File: src/rtl/capture_frame_scheduler_pkg.sv
// Shared widths, frame layout and FSM states for the capture frame scheduler.
// OVERFLOW_COUNT_EN appends a drop-count byte to every frame.
package capture_frame_scheduler_pkg;

    localparam int unsigned PIN_WIDTH        = 8;
    localparam int unsigned TS_WIDTH         = 32;
    localparam int unsigned FRAME_BYTES_BASE = 5;
`ifdef OVERFLOW_COUNT_EN
    localparam int unsigned FRAME_BYTES      = FRAME_BYTES_BASE + 1;
`else
    localparam int unsigned FRAME_BYTES      = FRAME_BYTES_BASE;
`endif
    localparam int unsigned ENTRY_WIDTH      = PIN_WIDTH + TS_WIDTH;
    localparam int unsigned SHADOW_WIDTH     = FRAME_BYTES * 8;
    localparam int unsigned IDX_WIDTH        = 3;
    localparam logic [IDX_WIDTH-1:0] LAST_IDX = IDX_WIDTH'(FRAME_BYTES - 1);

    typedef enum logic [1:0] {
        ST_IDLE,
        ST_SEND,
        ST_RELOAD
    } state_t;

    // Byte 0 sits in the top of the shadow so the frame reads MSB-first.
    function automatic logic [7:0] frame_byte(input logic [SHADOW_WIDTH-1:0] frame,
                                              input logic [IDX_WIDTH-1:0]    idx);
        logic [7:0] b;
        b = '0;
        for (int unsigned i = 0; i < FRAME_BYTES; i++) begin
            if (idx == i[IDX_WIDTH-1:0]) b = frame[SHADOW_WIDTH-1-8*i -: 8];
        end
        return b;
    endfunction

endpackage

File: src/rtl/capture_frame_scheduler_event_fifo.sv
// Show-ahead synchronous FIFO holding {pins, timestamp} capture events.
module event_fifo
    import capture_frame_scheduler_pkg::*;
#(
    parameter int unsigned DEPTH = 16,
    parameter int unsigned WIDTH = ENTRY_WIDTH
) (
    input  logic                   clk,
    input  logic                   rst,
    input  logic                   push,
    input  logic                   pop,
    input  logic [WIDTH-1:0]       din,
    output logic [WIDTH-1:0]       dout,
    output logic [$clog2(DEPTH):0] level,
    output logic                   full,
    output logic                   empty
);

    localparam int unsigned AW = $clog2(DEPTH);

    logic [WIDTH-1:0] mem [DEPTH];
    logic [AW-1:0]    wr_ptr;
    logic [AW-1:0]    rd_ptr;
    logic             do_push;
    logic             do_pop;

    assign full    = level == (AW+1)'(DEPTH);
    assign empty   = level == '0;
    assign do_pop  = pop && !empty;
    // A pop frees the slot this same edge, so a full FIFO still accepts the push.
    assign do_push = push && (!full || do_pop);
    assign dout    = mem[rd_ptr];

    always_ff @(posedge clk or negedge rst) begin
        if (!rst) begin
            wr_ptr <= '0;
            rd_ptr <= '0;
            level  <= '0;
        end else begin
            if (do_push) wr_ptr <= wr_ptr + 1'b1;
            if (do_pop)  rd_ptr <= rd_ptr + 1'b1;
            case ({do_push, do_pop})
                2'b10:   level <= level + 1'b1;
                2'b01:   level <= level - 1'b1;
                default: level <= level;
            endcase
        end
    end

    always_ff @(posedge clk) begin
        if (do_push) mem[wr_ptr] <= din;
    end

endmodule

File: src/rtl/capture_frame_scheduler.sv
// Logic-analyser capture: pin sync, change stamping, event FIFO and SPI frame sequencing.
// Optional macro OVERFLOW_COUNT_EN adds a saturating drop counter reported as frame byte 5.
module capture_frame_scheduler
    import capture_frame_scheduler_pkg::*;
#(
    parameter int unsigned DEPTH       = 16,
    parameter int unsigned SYNC_STAGES = 2
) (
    input  logic                   clk,
    input  logic                   rst,
    input  logic [PIN_WIDTH-1:0]   pin_values,
    input  logic                   spi_active,
    input  logic                   byte_done,
    output logic [7:0]             tx_byte,
    output logic [$clog2(DEPTH):0] fifo_level,
    output logic                   overflow
);

    logic [SYNC_STAGES-1:0][PIN_WIDTH-1:0] sync_q;
    logic [PIN_WIDTH-1:0]    sync_pins;
    logic [PIN_WIDTH-1:0]    last_pins;
    logic [TS_WIDTH-1:0]     ts;
    logic                    pin_event;
    logic                    fifo_full;
    logic                    fifo_empty;
    logic                    fifo_pop;
    logic                    drop;
    logic [ENTRY_WIDTH-1:0]  fifo_head;
    logic [ENTRY_WIDTH-1:0]  entry_src;
    logic [SHADOW_WIDTH-1:0] shadow;
    logic [SHADOW_WIDTH-1:0] shadow_src;
    logic                    src_fifo;
    logic [IDX_WIDTH-1:0]    idx;
    state_t                  state;
    state_t                  state_next;
    logic                    load_shadow;
    logic                    idx_inc;
    logic                    frame_done;

    assign sync_pins = sync_q[SYNC_STAGES-1];
    assign pin_event = sync_pins != last_pins;
    assign drop      = pin_event && fifo_full && !fifo_pop;
    assign fifo_pop  = frame_done && src_fifo;
    assign entry_src = fifo_empty ? {sync_pins, ts} : fifo_head;

    always_ff @(posedge clk or negedge rst) begin
        if (!rst) begin
            sync_q    <= '0;
            last_pins <= '0;
            ts        <= '0;
            overflow  <= 1'b0;
        end else begin
            sync_q <= {sync_q[SYNC_STAGES-2:0], pin_values};
            ts     <= ts + 1'b1;
            if (pin_event) last_pins <= sync_pins;
            if (drop)      overflow  <= 1'b1;
        end
    end

    event_fifo #(
        .DEPTH (DEPTH),
        .WIDTH (ENTRY_WIDTH)
    ) u_event_fifo (
        .clk   (clk),
        .rst   (rst),
        .push  (pin_event),
        .pop   (fifo_pop),
        .din   ({sync_pins, ts}),
        .dout  (fifo_head),
        .level (fifo_level),
        .full  (fifo_full),
        .empty (fifo_empty)
    );

`ifdef OVERFLOW_COUNT_EN
    logic [7:0] drop_cnt;
    logic [7:0] drop_cnt_dec;

    // Only the amount latched into the completed frame is retired; later drops survive.
    assign drop_cnt_dec = drop_cnt - (frame_done ? shadow[7:0] : 8'd0);
    assign shadow_src   = {entry_src, drop_cnt};

    always_ff @(posedge clk or negedge rst) begin
        if (!rst)                                 drop_cnt <= '0;
        else if (drop && drop_cnt_dec != 8'hFF)   drop_cnt <= drop_cnt_dec + 1'b1;
        else                                      drop_cnt <= drop_cnt_dec;
    end
`else
    assign shadow_src = entry_src;
`endif

    always_ff @(posedge clk or negedge rst) begin
        if (!rst) state <= ST_IDLE;
        else      state <= state_next;
    end

    always_comb begin
        state_next = state;
        unique case (state)
            ST_IDLE:   if (spi_active) state_next = ST_SEND;
            ST_SEND: begin
                if (!spi_active)     state_next = ST_IDLE;
                else if (frame_done) state_next = ST_RELOAD;
            end
            ST_RELOAD: state_next = spi_active ? ST_SEND : ST_IDLE;
            default:   state_next = ST_IDLE;
        endcase
    end

    always_comb begin
        load_shadow = 1'b0;
        idx_inc     = 1'b0;
        frame_done  = 1'b0;
        unique case (state)
            ST_IDLE, ST_RELOAD: load_shadow = 1'b1;
            ST_SEND: begin
                if (spi_active && byte_done) begin
                    if (idx == LAST_IDX) frame_done = 1'b1;
                    else                 idx_inc    = 1'b1;
                end
            end
            default: load_shadow = 1'b0;
        endcase
    end

    always_ff @(posedge clk or negedge rst) begin
        if (!rst) begin
            idx      <= '0;
            shadow   <= '0;
            src_fifo <= 1'b0;
            tx_byte  <= '0;
        end else begin
            if (idx_inc)
                idx <= idx + 1'b1;
            else if (state != ST_SEND || frame_done || !spi_active)
                idx <= '0;
            if (load_shadow) begin
                shadow   <= shadow_src;
                src_fifo <= !fifo_empty;
            end
            tx_byte <= frame_byte(shadow, idx);
        end
    end

endmodule
File: config.mk
export PLATFORM = sky130hd
export DESIGN_NAME = capture_frame_scheduler
export DESIGN_NICKNAME = d
export VERILOG_FILES = /design/src/rtl/capture_frame_scheduler_pkg.sv /design/src/rtl/capture_frame_scheduler_event_fifo.sv /design/src/rtl/capture_frame_scheduler.sv
export SDC_FILE = /design/constraint.sdc
export NUM_CORES = 1
export LEC_CHECK = 0
export ABC_AREA = 0
export CORE_AREA = 2 2 265 267
export CTS_CLUSTER_DIAMETER = 50
export DETAILED_ROUTE_END_ITERATION = 16
export DIE_AREA = 0 0 267 269
export PLACE_DENSITY_LB_ADDON = 0.15
export SLEW_MARGIN = 10
export SYNTH_ARGS = -nofsm -noshare
export SYNTH_HDL_FRONTEND = slang
export SYNTH_SLANG_ARGS = --single-unit
File: constraint.sdc
create_clock -name clk -period 14.3 [get_ports clk]
set_input_delay 4.29 -clock clk [delete_from_list [all_inputs] [get_ports clk]]
set_output_delay 4.29 -clock clk [all_outputs]
set_load 0.01 [all_outputs]
# After elaboration in Yosys (flattened, before gate mapping)
# Memories as Yosys holds them, arrays and structs flattened.
# Cells that the tools add are included.
[word_totals] ff_bits=124 wordCells=76 ramBits=640 in_bits=12 latch_bits=0 out_inout_bits=14 rom_bits=0 mem_count=1
[mem_list] name="u_event_fifo.mem" depth=16 width=40 read_ports=1 rd_ports_with_merged_regs=0 write_ports=1 line_no="capture_frame_scheduler_event_fifo.sv:21" rtl="logic [WIDTH-1:0] mem [DEPTH];"
[op_classes] order_cmp=0 n_eq_ne=13 n_div=0 n_addsub=6 n_bitwise=0 n_mux=23 multipliers=0 n_shift=0 reduce_logical=20
[op_table] operator="40-bit two-way mux" count=1
[op_table] operator="8-bit two-way mux" count=5
[op_table] operator="32-bit by 1-bit adder with 32-bit output, second input constant" count=1
[op_table] operator="1-bit two-way mux" count=10
[op_table] operator="5-bit case mux with 2 select lines" count=1
[op_table] operator="4-bit by 1-bit adder with 4-bit output, second input constant" count=2
[op_table] operator="8-bit inequality test" count=1
[op_table] operator="3-bit by 2-bit == test with 1-bit output, second input constant" count=2
[op_table] operator="1-bit logical AND" count=6
[op_table] operator="2-bit two-way mux" count=3
[op_table] operator="3-bit two-way mux" count=2
[op_table] operator="2-bit case mux with 3 select lines" count=1
[op_table] operator="5-bit by 1-bit adder with 5-bit output, second input constant" count=1
[op_table] operator="5-bit == test, second input constant" count=1
[op_table] operator="5-bit logical NOT" count=1
[op_table] operator="5-bit by 1-bit subtractor with 5-bit output, second input constant" count=1
[op_table] operator="2-bit by 1-bit == test with 1-bit output, second input constant" count=2
[op_table] operator="2-bit == test, second input constant" count=2
[op_table] operator="1-bit logical NOT" count=4
[op_table] operator="2-bit nonzero test" count=2
[op_table] operator="3-bit by 1-bit adder with 3-bit output, second input constant" count=1
[op_table] operator="3-bit by 1-bit == test with 1-bit output, second input constant" count=1
[op_table] operator="3-bit == test, second input constant" count=1
[op_table] operator="3-bit logical NOT" count=1
[op_table] operator="other kinds (7)" count=9

# Depth between registers and ports, before layout
# Gate-level depths: netlist of the first run.
[logic_depth] word_depth=10 ltp_mapped=15 mapped_depth_nobuf=14

# Hierarchy
# From an unflattened synthesis of the first run, not the netlist that was laid out.
[unflattened] hier_cells=1519 hier_area_um2=29716.0
[modules_own_cells] mod="event_fifo" instances=1 cells_each=1084 area_per_inst_um2=24843.8 seq_area_each_um2=19543.7
[modules_own_cells] mod="capture_frame_scheduler" instances=1 cells_each=435 area_per_inst_um2=4872.2 seq_area_each_um2=2777.7

# Least setup slack after synthesis of the first run
# Ideal clock, no wire load.
[synth_path] kind="input to register" start="input port spi_active" end="memory u_event_fifo.mem[4][0] (netlist bit), enable pin" path_slack_ps=5896 setup_time_ps=487 arrival_time_ps=7917 path_buffers=0 required_ps=13813 path_stages=5 path_cell_list="nand3b_1 -> o311ai_2 -> a21boi_4 -> nand2_1 -> nor3_1"
[synth_via] elab_chain_len=9
[synth_rtl] element="start: declaration" line_no="capture_frame_scheduler.sv:12" rtl="input logic spi_active,"
[synth_rtl] element="1-bit logical AND" line_no="capture_frame_scheduler.sv:117" rtl="if (spi_active && byte_done) begin"
[synth_rtl] element="1-bit two-way mux" line_no="capture_frame_scheduler.sv:117"
[synth_rtl] element="1-bit two-way mux" line_no="capture_frame_scheduler.sv:114" rtl="unique case (state)"
[synth_rtl] element="1-bit logical AND" line_no="capture_frame_scheduler.sv:43" rtl="assign fifo_pop = frame_done && src_fifo;"
[synth_rtl] element="1-bit logical AND" line_no="capture_frame_scheduler_event_fifo.sv:29" rtl="assign do_pop = pop && !empty;"
[synth_rtl] element="1-bit logical OR" line_no="capture_frame_scheduler_event_fifo.sv:31" rtl="assign do_push = push && (!full || do_pop);"
[synth_rtl] element="1-bit logical AND" line_no="capture_frame_scheduler_event_fifo.sv:31"
[synth_rtl] element="1-bit two-way mux" line_no="capture_frame_scheduler_event_fifo.sv:51" rtl="if (do_push) mem[wr_ptr] <= din;"
[synth_rtl] element="1-bit two-way mux (not written as such)" line_no="capture_frame_scheduler_event_fifo.sv:51"
[synth_rtl] element="end: declaration" line_no="capture_frame_scheduler_event_fifo.sv:21"
# No other way between the ends.

# Worst setup path in the final report of the first run
[layout_path] start="input port spi_active" end="memory u_event_fifo.mem[1][23] (netlist bit), enable pin"
# Same word-level chain as after synthesis.

==> results of run 1 <==
==> cell families (layout without fill, tap and decap cells) <==
group | Yosys count | in the layout | share of synthesized area
flops | 764 | 764 | 0.7445
simple gates | 257 | 257 | 0.04311
mux | 244 | 244 | 0.1454
compound gates | 128 | 128 | 0.02950
buf+inv | 114 | 240 | 0.01665
xor+xnor | 50 | 50 | 0.01461
fa+ha+maj | 15 | 15 | 0.006260
==> power breakdown <==
group / switching [W] / internal (W)
Combinational: 0.000426 / 0.000206
Clock: 0.000872 / 0.00130
Sequential: 0.000113 / 0.00279
==> sequential cells by signal, summed over array words and instances, names as in the netlist <==
signal / count
shadow: 40
overflow: 1
u_event_fifo.level: 5
tx_byte: 8
sync_pins: 8
u_event_fifo.mem: 640
sync_q: 8
last_pins: 8
u_event_fifo.wr_ptr: 4
src_fifo: 1
state: 2
ts: 32
u_event_fifo.rd_ptr: 4
idx: 3
==> placed cells by master, fill, tap and decap left out, types with 7 or more instances in the layout <==
cell             count
o31ai_1              7
dfrtp_1            120
xnor2_1             27
clkbuf_8             7
o21ai_0             48
nand2b_1             8
a21oi_1             13
a221oi_1            11
inv_1               24
and3_1              31
and3b_1              8
ha_1                15
mux2i_1             89
nor3_1              14
clkbuf_1            19
nand2_1             95
nor2_1              36
nor2b_1              7
clkbuf_16           90
a21boi_1            10
edfxtp_1           640
a22oi_1             15
a221oi_2             7
a31oi_1              8
nand3_1             15
xor2_1              23
clkinv_1            10
mux4_2             153
clkinv_2            11
clkdlybuf4s50_1     24
buf_4               31
==> final timing paths <==
kind | slack (ns) | to | depth (start not counted) | from
max | 7.16 | u_event_fifo.mem[1][23] | 7 | spi_active
min | 0.35 | sync_pins[1] | 0 | sync_q[1]
max reg2reg | 10.38 | u_event_fifo.mem[1][23] | 8 | idx[0]
min reg2reg | 0.35 | sync_pins[1] | 0 | sync_q[1]
max in group asynchronous | 9.26 | tx_byte[5] | 2 | rst
min in group asynchronous | 3.68 | sync_q[0] | 1 | rst
==> Yosys cell counts (2+ instances only) <==
| library cell | count |
|---|---|
| a21oi_1 | 13 |
| dfrtp_1 | 124 |
| and2_1 | 9 |
| and3b_1 | 8 |
| a21boi_1 | 10 |
| nor2_1 | 40 |
| xor2_1 | 23 |
| buf_4 | 3 |
| buf_6 | 3 |
| xnor2_1 | 27 |
| o31ai_1 | 7 |
| a31oi_1 | 8 |
| a221oi_1 | 11 |
| nor2b_1 | 8 |
| mux4_2 | 153 |
| buf_1 | 8 |
| a22oi_1 | 15 |
| nand2_1 | 96 |
| edfxtp_1 | 640 |
| a221oi_2 | 7 |
| nor3_1 | 18 |
| nor3_2 | 2 |
| o21ai_0 | 48 |
| nand4_1 | 6 |
| inv_1 | 24 |
| nor4_1 | 3 |
| clkbuf_1 | 46 |
| nand3_1 | 15 |
| and3_1 | 35 |
| buf_2 | 30 |
| mux2i_1 | 89 |
| nand2b_1 | 8 |
| ha_1 | 15 |
==> routing by layer <==
layer	wire, um	vias up	track usage
met1	30870	7723	0.2795
met5	9	-	0
met2	33810	386	0.3194
li1	-	6343	-
met4	1574	2	0.06256
met3	3962	79	0.03872
==> cell type report <==
class	instances	area, um2	area share
inverters	24	90.09	0.002636
clock buffers	116	2420	0.07081
flip-flops and latches	764	22340	0.6536
multi-input cells	694	7232	0.2116
repair buffers	57	504.2	0.01475
clock inverters	43	415.4	0.01216
well taps	940	1176	0.03442
==> metrics by stage <==
stage / area (um2) / hold slack, ns / power [W]
global placement: 31340 / 0.3337 / 0.003576
finish: 34170 / 0.3494 / 0.005708
detailed placement: 31340 / 0.3363 / 0.003596
global route: 34170 / 0.3530 / 0.005925
CTS: 34170 / 0.3498 / 0.005781
floorplan: 29980 / 0.3312 / 0.003289
==> flow_summary.toml, run 1 <==
[run_status]
outcome = "complete, no violations"

[synth]
synth_cells = 1572
ys_ff_latch = 764
ys_types = 53
synth_top_area_frac = 0.6410
syn_nets = 1599
ys_seq_area_frac = 0.7445
syn_area_um2 = 29980
synthArstFlopShare = 0.1623
yosys_warnings = 0
synth-edff-count = 640
synth_top_cell_by_area = "edfxtp_1"
synthTopCellsByArea = "edfxtp_1, mux4_2, dfrtp_1"
syn_area_per_cell_um2 = 19.07
ys.flop_type = "edfxtp_1"

[pwr]
power_density_nw_per_um2 = 167.0
leakagePower_nw = 11.26
ir_worst_vdd_mv = 0.1208

[clock_network]
cts_hold_buf = 0
clock_sinks = 764
path_clk_slew_ns = 0.06
cts_htree_levels = 3
clock-root-buffer = "clkbuf_16"
ctsResizeCount = 0
clk_path_buf_depth = 3
cts_post_setup_buffers_inserted = 0
clock_latency_ns = 0.63
cts_inserted_buffers = 86
cts_tree = "built"

[grt]
antenna_found_initial = 2
grt_pass1_vias = 14792
grt-ovfl-total = 0
grt_usage = 0.1998
grt_max_degree = 85
grt_first_pass_wirelength_um = 102500

[floorplanning]
die-area_um2 = 71820
io-pin-count = 26
std_cell_rows = 97
coreArea_um2 = 69300
die_h_um = 269
initial_utilization = 0.4326
die_x_um = 267

[drt]
drt_iter0_drc = 1338
final_antenna_net_count = 0
drc_errors = 0
first_pass_iters = 5
drt-vias-per-instance = 5.509
wl_per_cell_um = 26.62
wl_um = 70230
vias = 14533

[timing]
final_hold_viol_count = 0
fin_crit_ns = 7.143
fin_ws_ns = 7.157
timing_worst_slew_pin_value_ns = 1.125
maxSlewViolCount = 0
slew-limit-headroom = 0.2497
fin_crit_sh = 0.4995
clock-skew-final_ns = 0.02689
setup_viol = 0
rsz0062_at_grt = "no"
clock.fmax_ghz = 0.1400
finalSetupTns_ns = 0

[run]
maxCapViolCount = 0

[finish]
postLayoutCoreUtil = 0.4931
area_growth_pct = 13.98
num-nets-final = 1654
drive_gt1_frac = 0.2102
final_cells = 2638
n_antenna_cell = 0
fillers = 5667

[setup_path]
crit_required_ns = 14.56
start_kind = "input port"
worstSetupEndpointType = "register"
cp_top_family = "simple AND/OR/NAND/NOR gates"
critPathSlowestCell = "or3b_1"
worstPathCellList = "clkdlybuf4s50_1, nand3b_1, o311ai_2, a21boi_4, or3b_1, nor2_4, buf_4"
critPathMaxStageDelay_ns = 0.56
critPathKind = "in2reg"
cp_max_fo = 23
path_buf_inv = 2
worstPathArrival_ns = 7.40

[min_path]
worstHoldPathType = "reg2reg"

[placement]
gp_congestion = 0.7852
dpl_worst_slack_ns = 6.502
dp_hpwl_um = 40600
port_buffers = 25
placed_cells = 2479
(Power assumes the default switching activity.)
==> run 2: changes to the inputs <==
==> constraint.sdc (replaced) <==
create_clock -name clk -period 6.2 [get_ports clk]
set_input_delay 1.86 -clock clk [delete_from_list [all_inputs] [get_ports clk]]
set_output_delay 1.86 -clock clk [all_outputs]
set_load 0.01 [all_outputs]
==> flow_summary.toml, run 2 (synthesis gave the netlist of run 1 again) <==
[run_status]
outcome = "complete, no violations"

[drt]
drc_errors = 0
drt_iter0_drc = 1302
vias = 14740
final_antenna_net_count = 0
first_pass_iters = 5
wl_um = 71930
drt-vias-per-instance = 5.558
wl_per_cell_um = 27.12

[timing]
rsz0062_at_grt = "no"
slew-limit-headroom = 0.2395
setup_viol = 0
maxSlewViolCount = 0
fin_crit_ns = 4.443
final_hold_viol_count = 0
clock.fmax_ghz = 0.2251
clock-skew-final_ns = 0.02659
finalSetupTns_ns = 0
timing_worst_slew_pin_value_ns = 1.138
fin_crit_sh = 0.7166

[grt]
antenna_found_initial = 1
grt_max_degree = 86
grt-ovfl-total = 0
grt_pass1_vias = 15344
grt_usage = 0.2068
grt_first_pass_wirelength_um = 106600

[clock_network]
cts_tree = "built"
path_clk_slew_ns = 0.05
cts_inserted_buffers = 88
clock_latency_ns = 0.65
clk_path_buf_depth = 3
cts_post_setup_buffers_inserted = 0
cts_htree_levels = 3
clock-root-buffer = "clkbuf_16"
cts_hold_buf = 0
ctsResizeCount = 0
clock_sinks = 764

[min_path]
worstHoldPathType = "reg2reg"
holdPathStages = 0
hold_path_end = "sync_pins[7]"
holdCritStartpoint = "sync_q[7]"

[setup_path]
reg2reg_setup_slack_ns = 2.30
r2r_end = "u_event_fifo.mem[2][16]"
rr_worst_depth = 6
worstPathArrival_ns = 4.70
start_kind = "input port"
path_buf_inv = 2
crit_required_ns = 6.46
worstPathCellList = "clkdlybuf4s50_1, nand3b_1, o311ai_2, a21boi_4, or3b_1, nor2_4, buf_4"
critPathSlowestCell = "buf_4"
timing.rr.start = "state[0]"
worstSetupEndpointType = "register"
critPathMaxStageDelay_ns = 0.58
cp_max_fo = 40
crit_start = "spi_active"
cp_top_family = "buffers and inverters"
critPathKind = "in2reg"

[finish]
n_antenna_cell = 0
num-nets-final = 1664
area_growth_pct = 14.50
drive_gt1_frac = 0.2155
top_register = "u_event_fifo.mem"
largest_register_ffs = 640
final_common_cell = "edfxtp_1"
layout_common_cells = "edfxtp_1, mux4_2, dfrtp_1"
top_regs = "u_event_fifo.mem x640, shadow x40, ts x32"

[pwr]
total_power_w = 0.01329
ir_worst_vdd_mv = 0.2393
leakagePower_nw = 11.33
power_density_nw_per_um2 = 387.1

[floorplanning]
die_h_um = 269
die_x_um = 267
die-area_um2 = 71820
io-pin-count = 26
std_cell_rows = 97
coreArea_um2 = 69300
initial_utilization = 0.4326

[run]
maxCapViolCount = 0

[placement]
dp_hpwl_um = 42110
port_buffers = 25
gp_congestion = 0.7920
## run 2: worst max-delay path by stage
stage                                         end  slack (ns)  cells past startpoint
final                     u_event_fifo.mem[2][16]        1.76                      7
after global routing      u_event_fifo.mem[1][30]        1.59                      7
after CTS                 u_event_fifo.mem[2][16]        1.75                      7
after detailed placement   u_event_fifo.mem[2][4]        1.08                      7
after global placement    u_event_fifo.mem[1][23]        1.18                      7
after floorplan            u_event_fifo.mem[4][0]        0.23                      5
## run 2: layout make-up
type | count | area (um2)
multi-input cells | 694 | 7232
clock buffers | 121 | 2407
flip-flops and latches | 764 | 22340
repair buffers | 65 | 614.3
clock inverters | 44 | 474.2
inverters | 24 | 90.09
fillers | 5649 | 34970
well taps | 940 | 1176
## run 2: metrics by stage
stage | utilization | instances | cell area [um2] | setup WS, ns | hold slack [ns]
finish | 0.4954 | 2652 | 34330 | 1.757 | 0.3537
floorplan | - | 1572 | 29980 | 0.2259 | 0.3312
global route | 0.4954 | 2652 | 34330 | 1.590 | 0.3583
detailed placement | 0.4538 | 2487 | 31450 | 1.085 | 0.3386
CTS | 0.4954 | 2652 | 34330 | 1.752 | 0.3548
global placement | 0.4538 | 2487 | 31450 | 1.183 | 0.3398
## run 2: report_power, final
| group | total [W] | internal, W | switching [W] |
|---|---|---|---|
| registers | 0.00671 | 0.00643 | 0.000278 |
| clock network | 0.00509 | 0.00300 | 0.00208 |
| logic | 0.00149 | 0.000500 | 0.000991 |
| total | 0.0133 | 0.00994 | 0.00335 |
## run 2: per-layer routing
| layer | routed length [um] | vias up | track usage |
|---|---|---|---|
| li1 | - | 6375 | - |
| met1 | 31350 | 7844 | 0.2871 |
| met2 | 35190 | 433 | 0.3383 |
| met3 | 3936 | 88 | 0.03589 |
| met4 | 1459 | 0 | 0.05998 |
| met5 | 0 | - | 0 |
## run 2: worst register-to-register path: cells and delay by family (launching register included)
kind            cells  cell delay, ns
simple gates        3            1.08
compound gates      2            0.79
buf+inv             1            0.58
flops               1            1.05
==> run 3: changes to the inputs <==
==> constraint.sdc (replaced) <==
create_clock -name clk -period 4.6 [get_ports clk]
set_input_delay 1.38 -clock clk [delete_from_list [all_inputs] [get_ports clk]]
set_output_delay 1.38 -clock clk [all_outputs]
set_load 0.01 [all_outputs]
==> flow_summary.toml, run 3 (synthesis gave the netlist of run 1 again) <==
[timing]
clock.fmax_ghz = 0.2656
fin_crit_sh = 0.8186
timing_worst_slew_pin_value_ns = 0.9617
rsz0062_at_grt = "no"
fin_crit_ns = 3.765
setup_viol = 0
slew-limit-headroom = 0.3575
final_hold_viol_count = 0
maxSlewViolCount = 0
clock-skew-final_ns = 0.03355

[grt]
antenna_found_initial = 2
grt-ovfl-total = 0
grt_first_pass_wirelength_um = 105800
grt_pass1_vias = 15234
grt_usage = 0.2046
grt_max_degree = 79

[finish]
layout_common_cells = "edfxtp_1, mux4_2, dfrtp_1"
postLayoutCoreUtil = 0.5011
area_growth_pct = 15.81
drive_gt1_frac = 0.2301
top_register = "u_event_fifo.mem"
final_cells = 2670
n_antenna_cell = 0
final_common_cell = "edfxtp_1"
top_regs = "u_event_fifo.mem x640, shadow x40, ts x32"
largest_register_ffs = 640
num-nets-final = 1684
fillers = 5577

[placement]
gp_congestion = 0.7751
dp_hpwl_um = 41920
port_buffers = 25
placed_cells = 2509

[setup_path]
worstSetupEndpointType = "register"
cp_max_fo = 20
reg2reg_setup_slack_ns = 1.18
crit_required_ns = 4.91
cp_top_family = "buffers and inverters"
start_kind = "input port"
worstPathArrival_ns = 4.08
critPathSlowestCell = "clkdlybuf4s50_1"
critPathMaxStageDelay_ns = 0.64
critPathKind = "in2reg"
worstPathCellList = "clkdlybuf4s50_1, nand3_1, o311ai_2, a21boi_4, buf_4, or3b_1, nor2_4, buf_12"
path_buf_inv = 3

[clock_network]
clock_latency_ns = 0.64
cts_hold_buf = 0
path_clk_slew_ns = 0.05
cts_inserted_buffers = 86
cts_tree = "built"
clk_path_buf_depth = 3
ctsResizeCount = 0
clock_sinks = 764
clock-root-buffer = "clkbuf_16"
cts_htree_levels = 3
cts_post_setup_buffers_inserted = 0

[floorplanning]
die_h_um = 269
coreArea_um2 = 69300
io-pin-count = 26
die-area_um2 = 71820
die_x_um = 267
std_cell_rows = 97
initial_utilization = 0.4326

[pwr]
power_density_nw_per_um2 = 523.0
leakagePower_nw = 11.52
ir_worst_vdd_mv = 0.3169

[drt]
drt_iter0_drc = 1483
drt-vias-per-instance = 5.530
vias = 14764
wl_um = 71120
drc_errors = 0
first_pass_iters = 5
final_antenna_net_count = 0
wl_per_cell_um = 26.64

[min_path]
worstHoldPathType = "reg2reg"

[run]
maxCapViolCount = 0

[run_status]
outcome = "complete, no violations"
-- run 3: cell types whose count changed in the layout (fill, tap and decap cells not counted), sizes merged --
cell,change
clkinvlp,+1
buf,+22
bufinv,+4
inv,-1
clkinv,+12
clkbuf,-20
-- run 3: through the flow --
step                      TNS, ns  hold slack [ns]  setup WS (ns)  power, W  instance area [um2]
after detailed placement        0           0.3347         0.1952   0.01135                31790
after CTS                       0           0.3473         0.8488   0.01837                34720
after global placement          0           0.3314         0.2293   0.01129                31790
after floorplan           -148.37           0.3312        -0.8941   0.01022                29990
final                           0           0.3466         0.8346   0.01816                34720
after global routing            0           0.3561         0.6855   0.01885                34720
-- run 3: report_power, final --
group / total [W] / switching (W) / internal [W]
registers: 0.00901 / 0.000349 / 0.00866
clock network: 0.00700 / 0.00284 / 0.00416
logic: 0.00215 / 0.00141 / 0.000742
-- run 3: worst reg2reg max path, delay by kind of cell, from the launching register on --
kind / cells / cell delay (ns)
AND/OR/NAND/NOR: 3 / 1.08
AO/OA/AOI/OAI: 2 / 0.57
buffers and inverters: 3 / 0.51
adder cells (fa/ha/maj): 1 / 0.48
flip-flops: 1 / 0.43
-- run 3: path summary, 6_finish.rpt --
path,from,to,cells after the start
worst max-delay path,byte_done,u_event_fifo.mem[3][17],8
worst min-delay path,sync_q[3],sync_pins[3],0
worst max register to register,idx[0],u_event_fifo.mem[3][17],9
worst min register to register,sync_q[3],sync_pins[3],0
max in group asynchronous,rst,ts[10],2
min in group asynchronous,rst,sync_q[0],1
-- run 3: layout make-up --
cell class                      instances  area [um2]  share of cell area
Tap cell                              940        1176             0.03387
Inverter                               24       90.09            0.002594
Multi-Input combinational cell        694        7232              0.2083
Timing Repair Buffer                   87       954.7             0.02749
Clock inverter                         60       653.1             0.01881
Clock buffer                          101        2281             0.06569
Sequential cell                       764       22340              0.6433
-- run 3: metal layers --
metal,GRT usage,vias to the layer above,share of wire
met1,0.2987,7793,0.45
met4,0.06028,0,0.022
met5,0,-,0
met3,0.04082,97,0.067
li1,-,6406,-
met2,0.3140,468,0.46
